[src/rtl/multicycle_control_fsm.sv]
// multicycle_control_fsm
// Sequencing controller for a multi-cycle RV32I datapath with handshaked
// instruction and data memories. It steps each instruction through fetch,
// decode, execute, memory and writeback, and drives every state-update
// enable and the PC and register-write mux selects. It also flags illegal
// encodings and memory timeouts, and counts retired instructions.
//
// state     | meaning
// ----------+-----------------------------------------------------------
// IDLE      | waiting for start
// FETCH     | imem request held until imem_ready; IR loads on ready
// DECODE    | classify the IR contents: legal, system (halt) or illegal
// EXECUTE   | ALU/jump/branch retire here; loads/stores move on to MEM
// MEM       | dmem read/write held until dmem_ready; stores retire here
// WRITEBACK | load data (MDR) goes into the register file; retire
// HALT      | absorbing; only reset_n leaves it

module multicycle_control_fsm #(
  parameter int MAX_WAIT  = 15,
  parameter int INSTRET_W = 32
) (
  input  logic                 clk,
  input  logic                 reset_n,
  input  logic                 start,
  input  logic [6:0]           opcode,
  input  logic [2:0]           funct3,
  input  logic                 alu_eq,
  input  logic                 imem_ready,
  input  logic                 dmem_ready,
  output logic                 imem_req,
  output logic                 ir_write,
  output logic                 mdr_write,
  output logic                 mem_read,
  output logic                 mem_write,
  output logic                 reg_write,
  output logic                 pc_write,
  output logic [1:0]           rd_sel,
  output logic [2:0]           pc_sel,
  output logic [2:0]           state_out,
  output logic                 halted,
  output logic                 illegal,
  output logic                 timeout,
  output logic [INSTRET_W-1:0] instret
);

  typedef enum logic [2:0] {
    S_IDLE      = 3'd0,
    S_FETCH     = 3'd1,
    S_DECODE    = 3'd2,
    S_EXECUTE   = 3'd3,
    S_MEM       = 3'd4,
    S_WRITEBACK = 3'd5,
    S_HALT      = 3'd6
  } state_t;

  // Instruction class captured in DECODE so later states do not depend on
  // the IR staying untouched.
  typedef enum logic [2:0] {
    C_ALU    = 3'd0,
    C_JAL    = 3'd1,
    C_JALR   = 3'd2,
    C_BRANCH = 3'd3,
    C_LOAD   = 3'd4,
    C_STORE  = 3'd5
  } iclass_t;

  localparam logic [6:0] OP_R      = 7'b0110011;
  localparam logic [6:0] OP_I      = 7'b0010011;
  localparam logic [6:0] OP_LUI    = 7'b0110111;
  localparam logic [6:0] OP_LOAD   = 7'b0000011;
  localparam logic [6:0] OP_STORE  = 7'b0100011;
  localparam logic [6:0] OP_JAL    = 7'b1101111;
  localparam logic [6:0] OP_JALR   = 7'b1100111;
  localparam logic [6:0] OP_BRANCH = 7'b1100011;
  localparam logic [6:0] OP_SYSTEM = 7'b1110011;

  localparam logic [1:0] RD_ALU = 2'd0;
  localparam logic [1:0] RD_MDR = 2'd1;
  localparam logic [1:0] RD_PC4 = 2'd2;

  localparam logic [2:0] PC_PLUS4  = 3'd0;
  localparam logic [2:0] PC_JAL    = 3'd1;
  localparam logic [2:0] PC_ALU    = 3'd2;
  localparam logic [2:0] PC_BRANCH = 3'd3;

  // A request unanswered while the counter sits at MAX_WAIT-1 would make
  // the count reach MAX_WAIT, so that is the cycle the timeout fires in.
  localparam logic [7:0]           WAIT_LAST   = 8'(MAX_WAIT - 1);
  localparam logic [INSTRET_W-1:0] INSTRET_ONE = {{(INSTRET_W-1){1'b0}}, 1'b1};

  state_t        state;
  iclass_t       iclass;
  logic          br_ne;
  logic [7:0]    wait_cnt;

  logic          dec_legal;
  logic          dec_system;
  iclass_t       dec_class;

  assign state_out = state;

  // Classify the instruction register contents for DECODE.
  always_comb begin
    dec_legal  = 1'b0;
    dec_system = 1'b0;
    dec_class  = C_ALU;
    case (opcode)
      OP_R, OP_I, OP_LUI: begin
        dec_legal = 1'b1;
        dec_class = C_ALU;
      end
      OP_LOAD: begin
        dec_legal = (funct3 == 3'b010);
        dec_class = C_LOAD;
      end
      OP_STORE: begin
        dec_legal = (funct3 == 3'b010);
        dec_class = C_STORE;
      end
      OP_JAL: begin
        dec_legal = 1'b1;
        dec_class = C_JAL;
      end
      OP_JALR: begin
        dec_legal = (funct3 == 3'b000);
        dec_class = C_JALR;
      end
      OP_BRANCH: begin
        dec_legal = (funct3 == 3'b000) || (funct3 == 3'b001);
        dec_class = C_BRANCH;
      end
      OP_SYSTEM: begin
        dec_system = 1'b1;
      end
      default: begin
        dec_legal = 1'b0;
      end
    endcase
  end

  // State sequencing, wait counter, sticky flags and retired-instruction count.
  always_ff @(posedge clk or negedge reset_n) begin
    if (!reset_n) begin
      state    <= S_IDLE;
      iclass   <= C_ALU;
      br_ne    <= 1'b0;
      wait_cnt <= 8'd0;
      instret  <= '0;
      halted   <= 1'b0;
      illegal  <= 1'b0;
      timeout  <= 1'b0;
    end else begin
      case (state)
        S_IDLE: begin
          if (start) begin
            state    <= S_FETCH;
            wait_cnt <= 8'd0;
          end
        end

        S_FETCH: begin
          // Ready wins over a simultaneous timeout.
          if (imem_ready) begin
            state    <= S_DECODE;
            wait_cnt <= 8'd0;
          end else if (wait_cnt == WAIT_LAST) begin
            state    <= S_HALT;
            wait_cnt <= 8'd0;
            timeout  <= 1'b1;
            halted   <= 1'b1;
          end else begin
            wait_cnt <= wait_cnt + 8'd1;
          end
        end

        S_DECODE: begin
          wait_cnt <= 8'd0;
          if (dec_system) begin
            state  <= S_HALT;
            halted <= 1'b1;
          end else if (!dec_legal) begin
            state   <= S_HALT;
            halted  <= 1'b1;
            illegal <= 1'b1;
          end else begin
            state  <= S_EXECUTE;
            iclass <= dec_class;
            // Legal branches are BEQ (000) or BNE (001); bit 0 picks the sense.
            br_ne  <= funct3[0];
          end
        end

        S_EXECUTE: begin
          wait_cnt <= 8'd0;
          if (iclass == C_LOAD || iclass == C_STORE) begin
            state <= S_MEM;
          end else begin
            state   <= S_FETCH;
            instret <= instret + INSTRET_ONE;
          end
        end

        S_MEM: begin
          if (dmem_ready) begin
            wait_cnt <= 8'd0;
            if (iclass == C_LOAD) begin
              state <= S_WRITEBACK;
            end else begin
              state   <= S_FETCH;
              instret <= instret + INSTRET_ONE;
            end
          end else if (wait_cnt == WAIT_LAST) begin
            state    <= S_HALT;
            wait_cnt <= 8'd0;
            timeout  <= 1'b1;
            halted   <= 1'b1;
          end else begin
            wait_cnt <= wait_cnt + 8'd1;
          end
        end

        S_WRITEBACK: begin
          wait_cnt <= 8'd0;
          state    <= S_FETCH;
          instret  <= instret + INSTRET_ONE;
        end

        S_HALT: begin
          state <= S_HALT;
        end

        default: begin
          state    <= S_IDLE;
          wait_cnt <= 8'd0;
        end
      endcase
    end
  end

  // Enables and mux selects: decoded from state, with ready-gated pulses and
  // the branch decision passing straight through in the same cycle.
  always_comb begin
    imem_req  = 1'b0;
    ir_write  = 1'b0;
    mdr_write = 1'b0;
    mem_read  = 1'b0;
    mem_write = 1'b0;
    reg_write = 1'b0;
    pc_write  = 1'b0;
    rd_sel    = RD_ALU;
    pc_sel    = PC_PLUS4;
    case (state)
      S_FETCH: begin
        imem_req = 1'b1;
        ir_write = imem_ready;
      end

      S_EXECUTE: begin
        case (iclass)
          C_ALU: begin
            reg_write = 1'b1;
            pc_write  = 1'b1;
          end
          C_JAL: begin
            reg_write = 1'b1;
            pc_write  = 1'b1;
            rd_sel    = RD_PC4;
            pc_sel    = PC_JAL;
          end
          C_JALR: begin
            reg_write = 1'b1;
            pc_write  = 1'b1;
            rd_sel    = RD_PC4;
            pc_sel    = PC_ALU;
          end
          C_BRANCH: begin
            pc_write = 1'b1;
            // BEQ taken on alu_eq, BNE taken on !alu_eq.
            if (alu_eq ^ br_ne) begin
              pc_sel = PC_BRANCH;
            end
          end
          default: begin
            pc_write = 1'b0;
          end
        endcase
      end

      S_MEM: begin
        if (iclass == C_LOAD) begin
          mem_read  = 1'b1;
          mdr_write = dmem_ready;
        end else begin
          mem_write = 1'b1;
          pc_write  = dmem_ready;
        end
      end

      S_WRITEBACK: begin
        reg_write = 1'b1;
        rd_sel    = RD_MDR;
        pc_write  = 1'b1;
      end

      default: begin
        imem_req = 1'b0;
      end
    endcase
  end

endmodule

[config.mk]
export PLATFORM = sky130hd
export DESIGN_NAME = multicycle_control_fsm
export DESIGN_NICKNAME = d
export VERILOG_FILES = /design/src/rtl/multicycle_control_fsm.sv
export SDC_FILE = /design/constraint.sdc
export NUM_CORES = 1
export LEC_CHECK = 0
export ABC_CLOCK_PERIOD_IN_PS = 2960
export CAP_MARGIN = 20
export CORE_MARGIN = 4
export CORE_UTILIZATION = 50
export CTS_CLUSTER_SIZE = 10
export DETAILED_ROUTE_END_ITERATION = 10
export HOLD_SLACK_MARGIN = 0.03
export PLACE_DENSITY_LB_ADDON = 0.3
export SLEW_MARGIN = 0
export SYNTH_ARGS = -nofsm -noshare
export SYNTH_HDL_FRONTEND = slang
export SYNTH_SLANG_ARGS = --single-unit
[constraint.sdc]
create_clock -name clk -period 2.96 [get_ports clk]
set_clock_uncertainty 0.15 [all_clocks]
set_input_delay 0.592 -clock clk [delete_from_list [all_inputs] [get_ports clk]]
set_output_delay 0.592 -clock clk [all_outputs]
set_load 0.01 [all_outputs]
==> flow_results.org, run 1 <==
** Status
- Outcome :: completed

** Clock network
- The clock passes through at most 2 buffers.
- Number of CTS-inserted buffers :: 5
- The later pin in the worst-skew pair is clocked with a latency of 0.30 ns.
- Clock tree synthesis selected as its root buffer the cell sky130_fd_sc_hd__clkbuf_8.
- Count of hold buffers inserted by post-cts repair :: 0
- Total clock sinks :: 50
- Clock transition at the registers of the reported paths :: 0.09 ns
- TritonCTS built the clock tree.
- H-tree Lvls :: 2

** Synth
- After synthesis, the most frequently instantiated cells are 50 x sky130_fd_sc_hd__dfrtp_1, 26 x sky130_fd_sc_hd__xor2_1, 20 x sky130_fd_sc_hd__nand2_1.
- Mean area per synthesized cell :: 9.70 um^2
- Syn Std Cell Area :: 2790 um^2
- Synth Instances :: 288
- Post-synth EDFFs :: 0
- Synthesis produced a netlist with a net count of 307.
- Yosys synthesis warning count :: 0
- Yosys mapped the design onto 55 distinct sky130hd cell types.
- The top cell type by area accounts for 44.8% of the synthesized area.
- Of all cell types, the one taking the most synthesized area is sky130_fd_sc_hd__dfrtp_1.
- Synthesis inferred 50 register bits.
- For this run, the register share of the synthesized area comes to 44.8%.
- Most common flop cell mapped by yosys :: sky130_fd_sc_hd__dfrtp_1
- Leading cell types by total area after synthesis :: sky130_fd_sc_hd__dfrtp_1 45%, sky130_fd_sc_hd__xor2_1 8.2%, sky130_fd_sc_hd__nand3_1 3.2%
- After synthesis, the share of flip-flops with an asynchronous set or reset is 100%.
- Most instantiated library cell after synthesis :: sky130_fd_sc_hd__dfrtp_1

** Drt
- Final routed DRC violation total :: 0
- Across all layers, the routed design uses 2380 vias.
- Routed wire length :: 6190 um
- For this block, the initial DRC count from the detailed router was 126.
- In this run the remaining antenna-violating nets after routing total 0.
- Avg Vias per Cell :: 5.60
- The first detailed-routing pass took 4 iterations.
- In the final routed layout, each cell accounts on average for 14.6 um.

** Finish
- After routing the design area is 3590 um^2.
- Growth of design area from synthesis to finish :: 28.5%
- Summing all flip-flop and latch instances after layout gives 1250 um^2.
- The number of antenna diodes in the final layout is 0.
- Ratio of cells with drive above 1 in the final layout :: 9.01%
- Filler instances :: 437
- Number of standard cells in the final layout excluding fillers :: 425
- Multi-input gate area :: 1450 um^2
- Count of nets after finishing :: 373

** Worst setup path
- At the worst endpoint, the arrival time is 2.01 ns.
- The critical path goes through nor2b_1, and3b_1, and2_1, clkdlybuf4s50_1.
- On the worst path, the slowest cell contributes a delay of 0.52 ns.
- Max FO, Critical Path :: 13
- For this design, the slowest cell found on the critical path is sky130_fd_sc_hd__clkdlybuf4s50_1.
- Among cell families on the critical path, the largest total delay comes from simple AND/OR/NAND/NOR gates.
- Kind of end point of the critical path :: output pin
- Setup CP Type :: flip-flop to output pin
- STA classifies the critical path startpoint as a flip-flop.
- Counting both buffers and inverters, the worst setup path holds a total of 1.
- Worst endpoint required time :: 2.22 ns

** Floorplan
- The initial utilization of the core area, before any placement, comes to 53.0%.
- Measured along the x axis, the die boundary spans 82.8 um.
- The initialized floorplan defines 26 standard-cell rows.
- Full die area :: 6850 um^2
- In this run the vertical extent of the chip is 82.8 um.
- In this run the count of I/O pins placed on the die edge is 66.
- The core region is 5270 um^2.

** Timing
- At the pin with the least slew margin, the transition time is 0.561 ns.
- Hold is met by 0.0247 ns.
- Final period utilization :: 93.0%
- Final critical path time including I/O delays and setup :: 2.75 ns
- Derived from the worst setup path, the maximum achievable clock frequency is 363 MHz.
- Number of max-slew violations in the final report :: 0
- Setup violations, final :: 0
- Measured against its own limit, the worst slew margin works out to 62.6%.
- The number of hold violations in the final report is 0.
- Setup total negative slack on the finished layout was measured at 0 ns.
- Unrepaired setup endpoints after global routing :: no
- Final worst slack :: 0.207 ns

** Flow run
- Max-cap violations in this run came to 0.

** Placement
- The wire-length estimate of the detail-placed layout is 4560 um.
- Buffers on Ports :: 64
- Gpl congestion :: 0.837
- Once placement finished, the instance area stood at 3500 um^2.
- Post-place setup slack :: 0.0843 ns
- Including well taps, the total number of placed cells is 417.

** Pwr
- Largest voltage drop on the vdd net :: 0.398 mV
- In this run the power density over the cells is 601 nW/um^2.
- The analysis attributes to cell leakage a power of 1.61 nW.

** Worst hold path
- The worst hold path belongs to the class input port to async pin.

** Global routing
- Global routing finished with a remaining overflow of 0.
- The number of global-route vias before repair came to 2192.
- Global-route wire length before repair :: 10200 um
- The number of antenna violations at the first check in global routing is 0.
- Overall track demand over capacity in global routing :: 19.0%
- Largest net degree at the start of global routing :: 33
## sequential cells by signal, indices dropped and copies added (netlist names)
| name | count |
|---|---|
| iclass | 3 |
| instret | 32 |
| illegal | 1 |
| halted | 1 |
| br_ne | 1 |
| timeout | 1 |
| wait_cnt | 8 |
| state_out | 3 |
## through the flow
step	power (W)	utilization [%]
after floorplan	0.00140	-
after global placement	0.00175	66.4
after detailed placement	0.00177	66.4
after CTS	0.00217	68.1
after global routing	0.00230	68.1
final	0.00216	68.1
## final cells by class
class	instances	area share, %
multi-input cells	219	40.3
flip-flops and latches	50	34.9
repair buffers	70	19.0
well taps	70	2.44
clock buffers	7	2.40
inverters	8	0.836
clock inverters	1	0.139
## logic make-up (layout without fill, tap and decap cells)
kind of cell,count (synthesis),count (layout),share of synthesized area [%]
multiplexers,5,5,1.97
adder cells (fa/ha/maj),3,3,1.34
flip-flops,50,50,44.8
AND/OR/NAND/NOR,142,142,29.7
other,1,1,0.134
AO/OA/AOI/OAI,35,35,8.20
XOR/XNOR,33,33,10.3
buffers and inverters,19,86,3.49
## routing by layer
metal,GRT usage [%],routed length [um]
met4,5.72,57
met3,3.80,327
met1,27.2,2900
met2,29.1,2910
met5,0,0
## path summary, 6_finish.rpt
kind | start | endpoint | slack [ns] | cells after the start
min reg2reg | illegal | illegal | 0.31 | 1
min in group clk | illegal | illegal | 0.31 | 1
max in group asynchronous | reset_n | instret[8] | 2.02 | 2
min | reset_n | instret[31] | 0.02 | 1
max reg2reg | instret[2] | instret[29] | 0.62 | 5
max | state_out[1] | mdr_write | 0.21 | 4
## cells in the final DEF, fill, tap and decap left out, types with 3 or more instances in the layout
cell type / count
sky130_fd_sc_hd__dfrtp_1: 49
sky130_fd_sc_hd__nor2_1: 17
sky130_fd_sc_hd__nor4_1: 7
sky130_fd_sc_hd__nand4_1: 7
sky130_fd_sc_hd__buf_4: 6
sky130_fd_sc_hd__and2_1: 4
sky130_fd_sc_hd__a31oi_1: 4
sky130_fd_sc_hd__xor2_1: 26
sky130_fd_sc_hd__o21ai_0: 7
sky130_fd_sc_hd__clkdlybuf4s50_1: 63
sky130_fd_sc_hd__ha_1: 3
sky130_fd_sc_hd__xnor2_1: 7
sky130_fd_sc_hd__nand2_1: 20
sky130_fd_sc_hd__and3_1: 5
sky130_fd_sc_hd__a21oi_1: 7
sky130_fd_sc_hd__or3_1: 6
sky130_fd_sc_hd__nor3_1: 16
sky130_fd_sc_hd__nand3b_1: 3
sky130_fd_sc_hd__a21o_1: 5
sky130_fd_sc_hd__nor3b_1: 10
sky130_fd_sc_hd__clkbuf_8: 6
sky130_fd_sc_hd__nor4_2: 3
sky130_fd_sc_hd__inv_1: 8
sky130_fd_sc_hd__nand3_1: 18
sky130_fd_sc_hd__nand2b_1: 4
sky130_fd_sc_hd__nor2b_1: 5
sky130_fd_sc_hd__mux2_2: 4
## where the power goes
group          internal (W)  switching [W]
clock              0.000189       0.000215
sequential         0.000763       0.000141
combinational      0.000409       0.000440
## repair_timing
item	4_1_cts	5_1_grt
setup endpoints to repair	0	3
gates resized for setup	0	1
setup buffers	0	0
Note: power is estimated with default switching activity, not from simulation.
==> inputs of run 2 (changes only) <==
--- a/config.mk
+++ b/config.mk
@@ -9,7 +9,6 @@
 export CAP_MARGIN = 20
 export CORE_MARGIN = 4
 export CORE_UTILIZATION = 50
-export CTS_CLUSTER_SIZE = 10
 export DETAILED_ROUTE_END_ITERATION = 10
 export HOLD_SLACK_MARGIN = 0.03
 export PLACE_DENSITY_LB_ADDON = 0.3
==> constraint.sdc (replaced) <==
create_clock -name clk -period 2.96 [get_ports clk]
set_clock_uncertainty 0.15 [all_clocks]
set_input_delay 0.74 -clock clk [delete_from_list [all_inputs] [get_ports clk]]
set_output_delay 0.74 -clock clk [all_outputs]
set_load 0.01 [all_outputs]
==> flow_results.org, run 2 (same netlist as run 1, synthesis figures left out) <==
** Drt
- The total DRC errors in the routed layout came to 0 (unchanged).
- Initial drt markers :: 129 (was 126)
- Post-DRT Antenna Nets :: 0 (unchanged)
- Routed wire length :: 6540 um (was 6190 um)
- The ratio of routed vias to standard cells is 5.58 (was 5.60).
- The routed wire length per instance is 15.1 um (was 14.6 um).
- Total vias in the final route :: 2410 (was 2380)
- Pre-Repair DR Iteration Count :: 4 (unchanged)

** Timing
- The slew of the pin with the lowest slew margin was 0.633 ns (was 0.561 ns).
- The total of endpoints with negative setup slack in the final report came to 0 (unchanged).
- Unrepaired setup endpoints after global routing: no (unchanged).
- Final period utilization :: 97.2% (was 93.0%)
- Final Hold Violating Endpoints :: 0 (unchanged)
- Total negative slack for setup checks :: 0 ns (unchanged)
- Number of max-slew violations in the final report :: 0 (unchanged)
- Remaining max-slew budget at the tightest pin :: 57.8% (was 62.6%)
- Maximum clock frequency :: 347 MHz (was 363 MHz)
- Final critical path time including I/O delays and setup :: 2.88 ns (was 2.75 ns)

** Pwr
- The largest vdd supply drop came to 0.403 mV (was 0.398 mV).
- The static leakage came to 1.68 nW (was 1.61 nW).
- The ratio of total power to cell area was 616 nW/um^2 (was 601 nW/um^2).

** Clock network
- The total clock buffers created by CTS came to 5 (unchanged).
- Clock transition at the registers of the reported paths :: 0.09 ns (about the same)
- The total number of clock tree sinks was 50 (unchanged).
- The maximum buffer depth of the clock tree came to 2 (unchanged).
- Clock network latency to the later pin of the worst-skew pair :: 0.31 ns (was 0.30 ns)
- The CTS root buffer is sky130_fd_sc_hd__clkbuf_8 (unchanged).
- The CTS tree was yes (unchanged).
- The hold buffer count at CTS was 0 (unchanged).
- The number of levels the H-tree was split into is 2 (unchanged).

** Global routing
- The number of global-route vias before repair was 2331 (was 2192).
- The global-route usage over all layers came to 20.2% (was 19.0%).
- The total congestion overflow is 0 (unchanged).
- Global-route wire length before repair :: 10700 um (was 10200 um)
- The pin count of the biggest net entering global routing came to 51 (was 33).
- The number of antenna violations at the first check in global routing is 0 (unchanged).

** Floorplan
- The total core area came to 5270 um^2 (unchanged).
- The floorplan die height was 82.8 um (unchanged).
- The number of rows in the core area is 26 (unchanged).
- Starting density of the core :: 53.0% (unchanged)
- The overall die width came to 82.8 um (unchanged).
- The area of the die came to 6850 um^2 (unchanged).
- The count of pins on the block boundary is 66 (unchanged).

** Finish
- Leading cell types in the layout, fill and taps excluded :: 61 x sky130_fd_sc_hd__clkdlybuf4s50_1, 50 x sky130_fd_sc_hd__dfrtp_1, 26 x sky130_fd_sc_hd__xor2_1, 20 x sky130_fd_sc_hd__nand2_1, 18 x sky130_fd_sc_hd__nand3_1 (was 63 x sky130_fd_sc_hd__clkdlybuf4s50_1, 49 x sky130_fd_sc_hd__dfrtp_1, 26 x sky130_fd_sc_hd__xor2_1, 20 x sky130_fd_sc_hd__nand2_1, 18 x sky130_fd_sc_hd__nand3_1)
- The multi-input gate area in the final layout came to 1460 um^2 (was 1450 um^2).
- Growth of design area from synthesis to finish :: 31.8% (was 28.5%)
- The register with the most flip-flops is instret (unchanged).
- Count of nets after finishing :: 380 (was 373)
- Final std cell area, no fill :: 3680 um^2 (was 3590 um^2)
- The number of filler instances in the final layout is 415 (was 437).
- Registers with the highest flip-flop counts: instret (32), wait_cnt (8) (unchanged).
- Max reg flops :: 32 (unchanged)
- Ratio of cells with drive above 1 in the final layout :: 11.3% (was 9.01%)
- Antenna diode count :: 0 (unchanged)
- The post-layout utilization of the core was 69.9% (was 68.1%).
- Commonest non-fill, non-tap cell in the layout :: sky130_fd_sc_hd__clkdlybuf4s50_1 (unchanged)
- The sequential cell area was 1250 um^2 (about the same).

** Worst setup path
- The worst reg-to-reg setup slack was 0.64 ns (was 0.62 ns).
- The data arrival time of the critical path came to 1.99 ns (was 2.01 ns).
- The category of the critical setup timing path was input port to output pin (was flip-flop to output pin).
- Worst endpoint required time :: 2.07 ns (was 2.22 ns)
- Kind of launch point of the worst setup path :: input port (was flip-flop)
- Kind of end point of the critical path :: output pin (unchanged)
- Max FO, Critical Path :: 4 (was 13)

** Placement
- Gpl congestion :: 0.808 (was 0.837)
- The HPWL reported at the end of detailed placement came to 4630 um (was 4560 um).
- Buffers on Ports :: 64 (unchanged)
- Total cell area at the placement stage :: 3560 um^2 (was 3500 um^2)

** Status
- Outcome: completed (unchanged).

** Flow run
- The max capacitance violation total came to 0 (unchanged).

** Worst hold path
- The worst hold path class is flip-flop to flip-flop (was input port to async pin).
run 2: layout make-up:
class | instances | area share, %
Clock buffer | 8 | 2.99
Multi-Input combinational cell | 219 | 39.7
Tap cell | 70 | 2.38
Timing Repair Buffer | 77 | 20.2
Sequential cell | 50 | 34.0
Inverter | 8 | 0.815
run 2: routing by layer:
| metal | track usage, % | vias to the layer above | wire [um] |
|---|---|---|---|
| li1 | - | 1174 | - |
| met1 | 26.6 | 1160 | 3070 |
| met2 | 32.9 | 63 | 3030 |
| met3 | 3.90 | 13 | 338 |
| met4 | 7.35 | 0 | 98 |
| met5 | 0 | - | 0 |
run 2: worst paths after layout:
kind                            start     endpoint  depth (start not counted)
max in group asynchronous     reset_n  wait_cnt[7]                          2
min reg2reg                   illegal      illegal                          1
min                           illegal      illegal                          1
max reg2reg                instret[2]  instret[25]                          5
min in group asynchronous     reset_n  instret[31]                          2
max                        imem_ready     ir_write                          3
run 2: stage by stage:
| stage | power, W | hold WS (ns) | cells | setup slack (ns) |
|---|---|---|---|---|
| 6_report | 0.00227 | 0.315 | 432 | 0.0815 |
| 5_1_grt | 0.00242 | 0.344 | 432 | 0.0204 |
| 4_1_cts | 0.00229 | 0.322 | 431 | 0.0736 |
| 3_5_place_dp | 0.00182 | 0.302 | 423 | -0.0109 |
| 3_3_place_gp | 0.00179 | 0.296 | 423 | 0.0186 |
| 2_1_floorplan | 0.00140 | 0.294 | 288 | 0.677 |
run 2: what timing repair did:
item | 4_1_cts | 5_1_grt
pin swaps | 0 | 1
cloned | 0 | 0
resized for setup | 4 | 0
setup buffers | 0 | 1
endpoints found under the setup margin | 3 | 1
run 2: worst max-delay path: stages:
cell and delay [ns]:
sky130_fd_sc_hd__clkdlybuf4s50_1 0.54, sky130_fd_sc_hd__and3_1 0.18, sky130_fd_sc_hd__clkdlybuf4s50_1 0.53
run 2: report_power, final:
group	internal, W	switching, W	total [W]
registers	0.000762	0.000131	0.000893
logic	0.000454	0.000462	0.000917
clock network	0.000236	0.000222	0.000458
total	0.00145	0.000816	0.00227
